`config.mk`:
```
export PLATFORM = sky130hd
export DESIGN_NAME = pll_reset_ctrl
export DESIGN_NICKNAME = d
export VERILOG_FILES = /design/src/rtl/pll_reset_ctrl_pkg.sv /design/src/rtl/pll_reset_ctrl_sync_1bit.sv /design/src/rtl/pll_reset_ctrl.sv
export SDC_FILE = /design/constraint.sdc
export NUM_CORES = 1
export LEC_CHECK = 0
export ABC_CLOCK_PERIOD_IN_PS = 1900
export CAP_MARGIN = 15
export CORE_UTILIZATION = 51
export DETAILED_ROUTE_END_ITERATION = 7
export HOLD_SLACK_MARGIN = 0.02
export PLACE_DENSITY = 0.74
export SLEW_MARGIN = 40
export SYNTH_ARGS = -nofsm -noshare
export SYNTH_HDL_FRONTEND = slang
export SYNTH_SLANG_ARGS = --single-unit
```
`constraint.sdc`:
```
create_clock -name clk -period 1.9 [get_ports clk]
set_clock_uncertainty 0.1 [all_clocks]
set_input_delay 0.38 -clock clk [delete_from_list [all_inputs] [get_ports clk]]
set_output_delay 0.38 -clock clk [all_outputs]
set_load 0.005 [all_outputs]
```
`src/rtl/pll_reset_ctrl_pkg.sv`:
```
// Shared definitions for the SB_PLL40 reset sequencer: state encoding (also used by
// the top-level LED/debug decode) and the counter-width helper.
package pll_reset_ctrl_pkg;

  localparam int W_STATE = 2;

  typedef enum logic [W_STATE-1:0] {
    PLL_RESET = 2'd0,
    WAIT_LOCK = 2'd1,
    STABLE    = 2'd2,
    RUN       = 2'd3
  } state_t;

  // One down-counter serves every timed state, so it is sized for the longest interval.
  function automatic int ctr_width(input int a, input int b, input int c);
    int m;
    m = a;
    if (b > m) m = b;
    if (c > m) m = c;
    return $clog2(m) + 1;
  endfunction

endpackage

```
`src/rtl/pll_reset_ctrl_sync_1bit.sv`:
```
// Multi-flop synchroniser for a single asynchronous level (the raw PLL LOCK).
module sync_1bit #(
  parameter int SYNC_STAGES = 2
) (
  input  logic clk,
  input  logic rst,
  input  logic d,
  output logic q
);

  logic [SYNC_STAGES-1:0] ff;

  // NOTE: sequential state uses non-blocking assignments so every flop samples the
  // pre-edge value of its neighbour; blocking here would collapse the chain to one flop.
  always_ff @(posedge clk) begin
    if (rst) ff <= '0;
    else     ff <= {ff[SYNC_STAGES-2:0], d};
  end

  assign q = ff[SYNC_STAGES-1];

endmodule

```
`src/rtl/pll_reset_ctrl.sv`:
```
// SB_PLL40 reset sequencer: drives RESETB, qualifies LOCK, retries on timeout and holds
// sys_rst until lock is stable. Define PLL_RESET_CTRL_STATS_EN for loss/timeout counters.
module pll_reset_ctrl
  import pll_reset_ctrl_pkg::*;
#(
  parameter int RESET_CYCLES  = 16,
  parameter int LOCK_TIMEOUT  = 4096,
  parameter int STABLE_CYCLES = 1024,
  parameter int SYNC_STAGES   = 2
) (
  input  logic               clk,
  input  logic               rst,
  input  logic               pll_lock_async,
  input  logic               relock_req,
  output logic               pll_resetb,
  output logic               sys_rst,
  output logic               locked_stable,
  output logic [W_STATE-1:0] state
`ifdef PLL_RESET_CTRL_STATS_EN
  ,
  output logic [7:0]         loss_count,
  output logic [7:0]         timeout_count
`endif
);

  localparam int W_CTR = ctr_width(RESET_CYCLES, LOCK_TIMEOUT, STABLE_CYCLES);
  localparam logic [W_CTR-1:0] RESET_LOAD   = W_CTR'(RESET_CYCLES - 1);
  localparam logic [W_CTR-1:0] TIMEOUT_LOAD = W_CTR'(LOCK_TIMEOUT - 1);
  localparam logic [W_CTR-1:0] STABLE_LOAD  = W_CTR'(STABLE_CYCLES - 1);
  localparam logic [W_CTR-1:0] CTR_ONE      = W_CTR'(1);

  logic             lock_s;
  state_t           state_q, state_d;
  logic [W_CTR-1:0] ctr_q, ctr_d;

  sync_1bit #(.SYNC_STAGES(SYNC_STAGES)) u_lock_sync (
    .clk (clk),
    .rst (rst),
    .d   (pll_lock_async),
    .q   (lock_s)
  );

  // NOTE: every variable driven here gets a default first, so no path leaves it
  // unassigned and no latch is inferred.
  always_comb begin
    state_d = state_q;
    ctr_d   = ctr_q;
    if (relock_req) begin
      state_d = PLL_RESET;
      ctr_d   = RESET_LOAD;
    end else begin
      case (state_q)
        PLL_RESET: begin
          if (ctr_q == '0) begin
            state_d = WAIT_LOCK;
            ctr_d   = TIMEOUT_LOAD;
          end else begin
            ctr_d = ctr_q - CTR_ONE;
          end
        end
        WAIT_LOCK: begin
          if (lock_s) begin
            state_d = STABLE;
            ctr_d   = STABLE_LOAD;
          end else if (ctr_q == '0) begin
            state_d = PLL_RESET;
            ctr_d   = RESET_LOAD;
          end else begin
            ctr_d = ctr_q - CTR_ONE;
          end
        end
        STABLE: begin
          // Any drop in lock restarts qualification without disturbing the PLL.
          if (!lock_s) begin
            state_d = WAIT_LOCK;
            ctr_d   = TIMEOUT_LOAD;
          end else if (ctr_q == '0) begin
            state_d = RUN;
          end else begin
            ctr_d = ctr_q - CTR_ONE;
          end
        end
        RUN: begin
          if (!lock_s) begin
            state_d = PLL_RESET;
            ctr_d   = RESET_LOAD;
          end
        end
        default: begin
          state_d = PLL_RESET;
          ctr_d   = RESET_LOAD;
        end
      endcase
    end
  end

  // Outputs are decoded from the next state so they change on the same edge as state.
  always_ff @(posedge clk) begin
    if (rst) begin
      state_q       <= PLL_RESET;
      ctr_q         <= RESET_LOAD;
      pll_resetb    <= 1'b0;
      sys_rst       <= 1'b1;
      locked_stable <= 1'b0;
    end else begin
      state_q       <= state_d;
      ctr_q         <= ctr_d;
      pll_resetb    <= (state_d != PLL_RESET);
      sys_rst       <= (state_d != RUN);
      locked_stable <= (state_d == RUN);
    end
  end

  assign state = state_q;

`ifdef PLL_RESET_CTRL_STATS_EN
  logic lock_lost, timed_out;

  // relock_req pre-empts both events, so forced relocks are never counted.
  assign lock_lost = !relock_req && (state_q == RUN) && !lock_s;
  assign timed_out = !relock_req && (state_q == WAIT_LOCK) && !lock_s && (ctr_q == '0);

  always_ff @(posedge clk) begin
    if (rst) begin
      loss_count    <= 8'd0;
      timeout_count <= 8'd0;
    end else begin
      if (lock_lost && (loss_count != 8'hFF))    loss_count    <= loss_count + 8'd1;
      if (timed_out && (timeout_count != 8'hFF)) timeout_count <= timeout_count + 8'd1;
    end
  end
`endif

endmodule

```
Word-level counts from Yosys, hierarchy flattened
Index checks and enable logic that the tools add are counted.
Widths: inputs -> output; s select.
{"block": "totals", "output_inout_bits": 5, "register_bits": 20, "in_bits": 4}
{"block": "op_classes", "reduce_logical": 5, "add_sub_neg": 1, "muxes": 15, "n_eq_ne": 7}
{"cell": "$mux 13", "count": 6}
{"cell": "$pmux 13 s4", "count": 1}
{"cell": "$mux 2", "count": 7}
{"cell": "$logic_not 13->1", "count": 1}
{"cell": "$sub 13x1->13 const B", "count": 1}
{"cell": "$pmux 2 s4", "count": 1}
{"cell": "$eq 2x2->1 const B", "count": 3}
{"cell": "$ne 2x2->1 const B", "count": 2}
{"cell": "$ne 3x3->1 const B", "count": 1}
{"cell": "$eq 2x1->1 const B", "count": 1}
{"cell": "$logic_not 2->1", "count": 1}
{"cell": "$reduce_and 2->1", "count": 1}
{"cell": "$reduce_bool 2->1", "count": 1}
{"cell": "$reduce_or 2->1", "count": 1}

Logic depth before layout (Yosys ltp)
Gate-level depths: netlist of the first run.
{"block": "depth", "depth_word": 6, "depth_mapped": 7, "mapped_depth_nobuf": 6}

By module
Synthesis of the first run repeated with hierarchy kept, for this count alone.
{"block": "hier_totals", "hier_cells": 142, "area_unflattened_um2": 1107.3}
{"module": "pll_reset_ctrl", "instances": 1, "seq_area_each_um2": 360.3, "cells_each": 138, "area_per_inst_um2": 1054.8}
{"module": "sync_1bit", "instances": 1, "seq_area_each_um2": 40.0, "cells_each": 4, "area_per_inst_um2": 52.6}

Least setup slack after synthesis of the first run
Ideal clock, no wire load.
{"block": "synth_path", "path_kind": "reg2reg", "startpoint": "reg ctr_q[0]", "endpoint": "reg ctr_q[3]", "path_slack_ps": 3, "path_stages_with_launch": 7, "path_buffers": 0, "t_required_ps": 1678, "t_arrival_ps": 1675, "setup_time_ps": 122, "cell_sequence": "dfxtp_1 -> inv_1 -> ha_1 -> or4b_4 -> nor3_2 -> o21ai_1 -> a221o_1"}
{"block": "synth_via", "elab_chain_len": 4}
{"element": "start: declaration", "line": "pll_reset_ctrl.sv:34", "rtl": "logic [W_CTR-1:0] ctr_q, ctr_d;"}
{"element": "start signal: assignment", "line": "pll_reset_ctrl.sv:107", "rtl": "ctr_q <= ctr_d;"}
{"element": "$sub 13x1->13 / $logic_not 13->1 (equally long branches)"}
{"element": "$mux 13, on equally long branches", "line": "pll_reset_ctrl.sv:77, pll_reset_ctrl.sv:65"}
{"element": "$mux 13, on equally long branches", "line": "pll_reset_ctrl.sv:74, pll_reset_ctrl.sv:62"}
{"element": "$pmux 13 s4", "line": "pll_reset_ctrl.sv:52", "rtl": "case (state_q)"}
Several ways; a longest one is shown, not always the timed one. The select of a mux whose other input is x is not followed.
A chain may end at the register's enable or synchronous reset.

Final worst setup path of the first run
{"block": "layout_path", "startpoint": "reg ctr_q[1]", "endpoint": "reg ctr_q[6]"}
Same word-level chain as after synthesis.

==> results of run 1 <==
final cells by class:
type	instances	area, um2
flip-flops and latches	20	404
multi-input cells	110	862
inverters	10	37.5
fillers	166	518
clock buffers	3	22.5
repair buffers	47	375
well taps	28	35.0
critical path, stage by stage (launching register included):
cell and delay, ns:
dfxtp_2 0.34, inv_2 0.08, ha_4 0.14, or4b_4 0.52, nor4_4 0.18, buf_4 0.18, o32ai_2 0.08, a211oi_1 0.20
synthesized netlist by cell type, types with 2 or more instances:
master | count | area [um2]
nor4_1 | 8 | 50.1
nor4b_1 | 3 | 26.3
ha_1 | 2 | 25.0
or3_1 | 2 | 12.5
a2111oi_0 | 3 | 26.3
buf_2 | 3 | 15.0
nor4_4 | 2 | 42.5
a21oi_1 | 7 | 35.0
o32ai_1 | 4 | 35.0
or2_2 | 2 | 12.5
nor3_2 | 2 | 20.0
nand3_1 | 6 | 30.0
nor3b_1 | 2 | 15.0
nor3_1 | 8 | 40.0
nand2_1 | 5 | 18.8
clkbuf_1 | 4 | 15.0
a31oi_1 | 5 | 31.3
a211oi_1 | 5 | 37.5
nand4_1 | 3 | 18.8
nor2_1 | 13 | 48.8
o21ai_1 | 2 | 10.0
or4_4 | 2 | 22.5
o21ai_0 | 4 | 20.0
nor2b_1 | 2 | 12.5
inv_1 | 10 | 37.5
dfxtp_1 | 20 | 400
sequential cells by signal (all words and copies together) (netlist names):
register / flops
sys_rst: 1
locked_stable: 1
pll_resetb: 1
state: 2
u_lock_sync.ff: 2
ctr_q: 13
per-layer routing:
metal	track usage (%)	wire length, um	vias up
met5	0	0	-
met4	20.7	161	0
met2	53.7	1800	57
met1	38.1	1490	679
li1	-	-	662
met3	3.87	235	15
per-stage QoR:
stage,hold WS [ns],cells,setup TNS [ns],cell area (um2)
2_1_floorplan,0.314,148,0,1240
3_3_place_gp,0.322,214,-2.62,1610
3_5_place_dp,0.358,214,-3.40,1610
4_1_cts,0.374,217,-0.0336,1670
5_1_grt,0.313,218,-0.594,1740
6_report,0.311,218,-0.00581,1740
path summary, 6_finish.rpt:
kind	from	endpoint	slack (ns)	cells after the start
setup / recovery	ctr_q[1]$_SDFFE_PP1P_	ctr_q[6]$_SDFFE_PP0P_	-0.006	7
hold / removal	rst	u_lock_sync.ff[1]$_SDFF_PP0_	0.31	3
hold reg to reg	u_lock_sync.ff[0]$_SDFF_PP0_	u_lock_sync.ff[1]$_SDFF_PP0_	0.37	1
setup reg to reg	ctr_q[1]$_SDFFE_PP1P_	ctr_q[6]$_SDFFE_PP0P_	-0.006	7
repair_timing:
item	in CTS	in global routing
setup endpoints to repair	14	14
setup buffers	0	1
pin swaps	8	6
gates cloned	0	0
resized for setup	11	13
cell families (layout without fill, tap and decap cells):
group	Yosys count	count (layout)	share of synthesized area (%)
AND/OR/NAND/NOR	69	69	37.0
AO/OA/AOI/OAI	38	38	22.1
multiplexers	1	1	0.808
buffers and inverters	18	60	5.76
adder cells (fa/ha/maj)	2	2	2.02
flip-flops	20	20	32.3
power groups by stage:
| stage | registers [mW] | logic [mW] | clock network [mW] |
|---|---|---|---|
| finish | 0.426 | 0.0685 | 0.205 |
| global route | 0.426 | 0.0738 | 0.230 |
| CTS | 0.426 | 0.0631 | 0.211 |
| detailed placement | 0.435 | 0.0587 | 0 |
| global placement | 0.434 | 0.0568 | 0 |
| floorplan | 0.434 | 0.0270 | 0 |
==> impl_metrics.csv, run 1 <==
group,metric,value,unit
power,irDropWorstVdd,494,uV
floorplanning,die_h,51.3,um
min_path,hold_path.class,"in -> reg",
floorplanning,start_util,54.9,%
floorplanning,core,2250,um2
clocking,clock_latency,0.31,ns
global_route,grt_usage,32.0,%
sta,fin_ws,-0.00581,ns
place,port_buffers,8,
sta,drv_slew,0,
sta,max_freq,525,MHz
power,intPower,0.532,mW
power,swShare,23.8,%
power,p_seq_share,60.9,%
cells_and_area,layout.nets,198,
power,power_density,402,nW/um2
setup_path,crit_path_end_kind,"flip-flop",
global_route,grt_pass1_vias,1397,
cells_and_area,mostFrequentLayoutCells,"39 x buf_4, 17 x dfxtp_1, 13 x nor2_1, 8 x inv_1",
cells_and_area,layout-drive-gt1-share,40.0,%
sta,final-setup-viol-count,1,
clocking,clkSlewWorstSetupHoldPaths,0.11,ns
synthesis,ys_ff_latch,20,
power,power_switching,0.166,mW
synthesis,synth_edf_count,0,
drt,drt_iter0_drc,42,
power,p_clk_share,29.3,%
clocking,hold_buffers,0,
status,outcome,"finished, violations left",
synthesis,syn_nets,154,
place,place_ws,-0.428,ns
drt,wire_per_inst,16.9,um
setup_path,startpoint_type,"flip-flop",
drt,firstDrtPassIters,4,
clocking,clock_sinks,20,
drt,drt-total-wl,3690,um
global_route,antenna_found_initial,0,
drt,vias,1413,
global_route,grt-ovfl-total,0,
cells_and_area,utilization,77.0,%
setup_path,arrival,2.04,ns
clocking,cts_buffer_depth,2,
job,max-cap-violations,0,
sta,rsz0062_at_grt,"yes",
setup_path,cp_max_fo,4,
cells_and_area,mostFrequentLayoutCell,"buf_4",
synthesis,syn_inst,148,
drt,route.detailed.drc,0,
synthesis,syn_area_per_cell,8.37,um2
synthesis,synthArstFlopShare,0,%
sta,hold_viol_final,0,
setup_path,worst_ep_required_time,2.03,ns
clocking,h-tree-depth,1,
cells_and_area,n_antenna_cell,0,
clocking,cts_made_buffers,3,
sta,period_share,100,%
clocking,clockRootBuffer,"clkbuf_4",
floorplanning,core.rowCount,17,
sta,slew_headroom,62.9,%
sta,period_needed,1.91,ns
power,p_total,0.699,mW
global_route,grt_max_degree,14,
cells_and_area,syn_to_final_growth,40.2,%
place,hpwl,2670,um
sta,worst_pin_slew,0.553,ns
drt,vias_per_cell,6.48,
synthesis,synth-seq-area-share,32.3,%
global_route,grt_first_pass_wirelength,6210,um
power,p_comb_share,9.8,%
setup_path,crit_type,"reg -> reg",
synthesis,ys.flop_type,"dfxtp_1",
place,gp_congestion,0.888,
floorplanning,die-area,2630,um2
status,violations,"negative setup slack",
synthesis,synth_area,1240,um2
floorplanning,ios,9,
drt,ant_nets,0,
synthesis,ys_warn_count,0,
power,p_leak,0.635,nW
synthesis,synthDistinctLibCells,45,
floorplanning,die_w,51.3,um
clocking,cts_tree,"built",
Note: power is estimated with default switching activity, not from simulation.
==> run 2: changes to the inputs <==
--- a/config.mk
+++ b/config.mk
@@ -7,10 +7,10 @@
 export LEC_CHECK = 0
 export ABC_CLOCK_PERIOD_IN_PS = 1900
 export CAP_MARGIN = 15
-export CORE_UTILIZATION = 51
+export CORE_UTILIZATION = 47
 export DETAILED_ROUTE_END_ITERATION = 7
 export HOLD_SLACK_MARGIN = 0.02
-export PLACE_DENSITY = 0.74
+export PLACE_DENSITY = 0.69
 export SLEW_MARGIN = 40
 export SYNTH_ARGS = -nofsm -noshare
 export SYNTH_HDL_FRONTEND = slang
==> run 2 against run 1 <==
  * The flow still finishes with violations (negative setup slack)
  * Setup slack worse by 0.060 ns
  * Global-route usage is 5.2 points lower
  * Sequential cell count stayed put
  * Die area is 8.2% higher
  * Critical endpoint is now state[0]
==> impl_metrics.csv, run 2 (synthesized netlist as in run 1, its figures left out) <==
group,metric,value,unit
status,outcome,"finished, violations left",
setup_path,timing.rr.end,"ctr_q[6]$_SDFFE_PP0P_",
floorplanning,die_w,53.3,um
floorplanning,start_util,50.0,%
sta,period_share,103,%
min_path,worstHoldStart,"u_lock_sync.ff[0]$_SDFF_PP0_",
cells_and_area,regMostFlops,"ctr_q",
cells_and_area,largest_reg_flops,13,
sta,slew_headroom,64.3,%
drt,firstDrtPassIters,4,
cells_and_area,final_cells,222,
setup_path,path_cells,"buf_4 > clkdlybuf4s50_1",
global_route,grt_util_met3,5.75,%
place,post_dp_cell_area,1590,um2
setup_path,crit_path_end_kind,"output port",
sta,drv_slew,0,
setup_path,crit_type,"reg -> out",
setup_path,critPathBufInv,2,
floorplanning,die-area,2840,um2
clocking,clock_latency,0.32,ns
clocking,clockRootBuffer,"clkbuf_4",
global_route,grt_pass1_vias,1191,
min_path,hold_depth,1,
cells_and_area,utilization,71.7,%
setup_path,cp_slowest_cell,"clkdlybuf4s50_1",
floorplanning,core,2480,um2
drt,drt-total-wl,3700,um
setup_path,r2r-start,"ctr_q[0]$_SDFFE_PP1P_",
setup_path,reg2reg_depth,8,
setup_path,crit_family,"buffers and inverters",
clocking,h-tree-depth,1,
clocking,clock_sinks,20,
global_route,grt_usage,26.7,%
global_route,grt-ovfl-total,0,
setup_path,r2r_slack,-0.05,ns
floorplanning,die_h,53.3,um
cells_and_area,n_antenna_cell,0,
sta,worst_pin_slew,0.522,ns
floorplanning,ios,9,
drt,wire_per_inst,16.7,um
power,power_density,484,nW/um2
floorplanning,core.rowCount,18,
setup_path,startpoint_type,"flip-flop",
setup_path,max_stage_delay,0.51,ns
cells_and_area,mostFrequentLayoutCells,"39 x buf_4, 17 x dfxtp_1, 13 x nor2_1",
power,p_seq_share,49.6,%
global_route,grt_use_met2,44.6,%
clocking,clkSlewWorstSetupHoldPaths,0.13,ns
cells_and_area,fin_area,1780,um2
sta,period_needed,1.97,ns
cells_and_area,mostFrequentLayoutCell,"buf_4",
power,p_comb_share,7.4,%
cells_and_area,fill_cells,183,
cells_and_area,syn_to_final_growth,43.3,%
global_route,top_usage_layer,"met2",
setup_path,arrival,1.49,ns
clocking,cts_made_buffers,3,
global_route,grt_first_pass_wirelength,5390,um
power,intPower,0.669,mW
job,max-cap-violations,0,
global_route,antenna_found_initial,0,
cells_and_area,layout-drive-gt1-share,39.6,%
cells_and_area,layout.nets,199,
place,gp_congestion,0.851,
sta,fin_ws,-0.0653,ns
sta,final-setup-viol-count,6,
setup_path,cp_max_fo,8,
place,port_buffers,8,
global_route,grt_max_degree,13,
place,hpwl,2520,um
sta,rsz0062_at_grt,"yes",
place,place_inst,214,
setup_path,worst_ep_required_time,1.42,ns
clocking,cts_tree,"built",
clocking,cts_buffer_depth,2,
global_route,grtUsageMet1,33.5,%
drt,ant_nets,0,
drt,drt_iter0_drc,57,
min_path,whs_endpoint,"u_lock_sync.ff[1]$_SDFF_PP0_",
sta,max_freq,509,MHz
power,power_switching,0.191,mW
sta,hold_viol_final,0,
drt,vias,1382,
power,swShare,22.2,%
setup_path,crit_start,"state[0]$_SDFF_PP0_",
power,irDropWorstVdd,585,uV
min_path,hold_path.class,"reg -> reg",
drt,route.detailed.drc,0,
drt,vias_per_cell,6.23,
power,p_total,0.859,mW
power,p_clk_share,43.0,%
power,p_leak,0.639,nW
status,violations,"negative setup slack",
run 2: area by class of cell:
cell class / count / area [um2] / area share, %
multi-input combinational: 110 / 860 / 48.4
sequential: 20 / 404 / 22.8
inverter: 10 / 37.5 / 2.11
timing repair buffer: 48 / 384 / 21.6
clock buffer: 3 / 22.5 / 1.27
clock inverter: 1 / 30.0 / 1.69
tap: 30 / 37.5 / 2.11
run 2: power groups by stage:
stage	registers, mW	logic (mW)	clock network, mW
after floorplan	0.434	0.0270	0
after global placement	0.434	0.0539	0
after detailed placement	0.434	0.0550	0
after CTS	0.426	0.0582	0.374
after global routing	0.427	0.0680	0.387
final	0.426	0.0638	0.370
run 2: worst max-delay path by stage:
stage | end | slack [ns] | depth (start not counted)
floorplan | ctr_q[3]$_SDFFE_PP1P_ | 0.003 | 6
global placement | ctr_q[5]$_SDFFE_PP0P_ | -0.36 | 5
detailed placement | ctr_q[6]$_SDFFE_PP0P_ | -0.41 | 5
CTS | ctr_q[8]$_SDFFE_PP0P_ | -0.08 | 7
global route | ctr_q[6]$_SDFFE_PP0P_ | -0.12 | 8
finish | state[0] | -0.07 | 2
run 2: routing by layer:
metal	up-vias	part of all wire [%]
met2	49	49
li1	664	-
met1	660	44
met3	9	5.2
met4	0	2.1
met5	-	0
run 2: worst register-to-register path, delay by kind of cell, from the launching register on:
| kind | cells | cell delay, ns |
|---|---|---|
| AO/OA/AOI/OAI | 2 | 0.26 |
| adder cells (fa/ha/maj) | 1 | 0.14 |
| buffers and inverters | 3 | 0.37 |
| flip-flops | 1 | 0.35 |
| AND/OR/NAND/NOR | 2 | 0.68 |
run 2: timing repair:
action                     CTS  global route
setup endpoints to repair   11            14
pin swaps                   11             7
hold buffers                 0             0
gates resized for setup      9            14
setup buffers                2             3
run 2: per-stage QoR:
stage,hold WS (ns),worst slack (ns),setup TNS [ns]
3_5_place_dp,0.346,-0.413,-2.81
4_1_cts,0.367,-0.0813,-0.485
3_3_place_gp,0.333,-0.356,-2.29
2_1_floorplan,0.314,0.00305,0
5_1_grt,0.382,-0.119,-0.875
6_report,0.364,-0.0653,-0.160
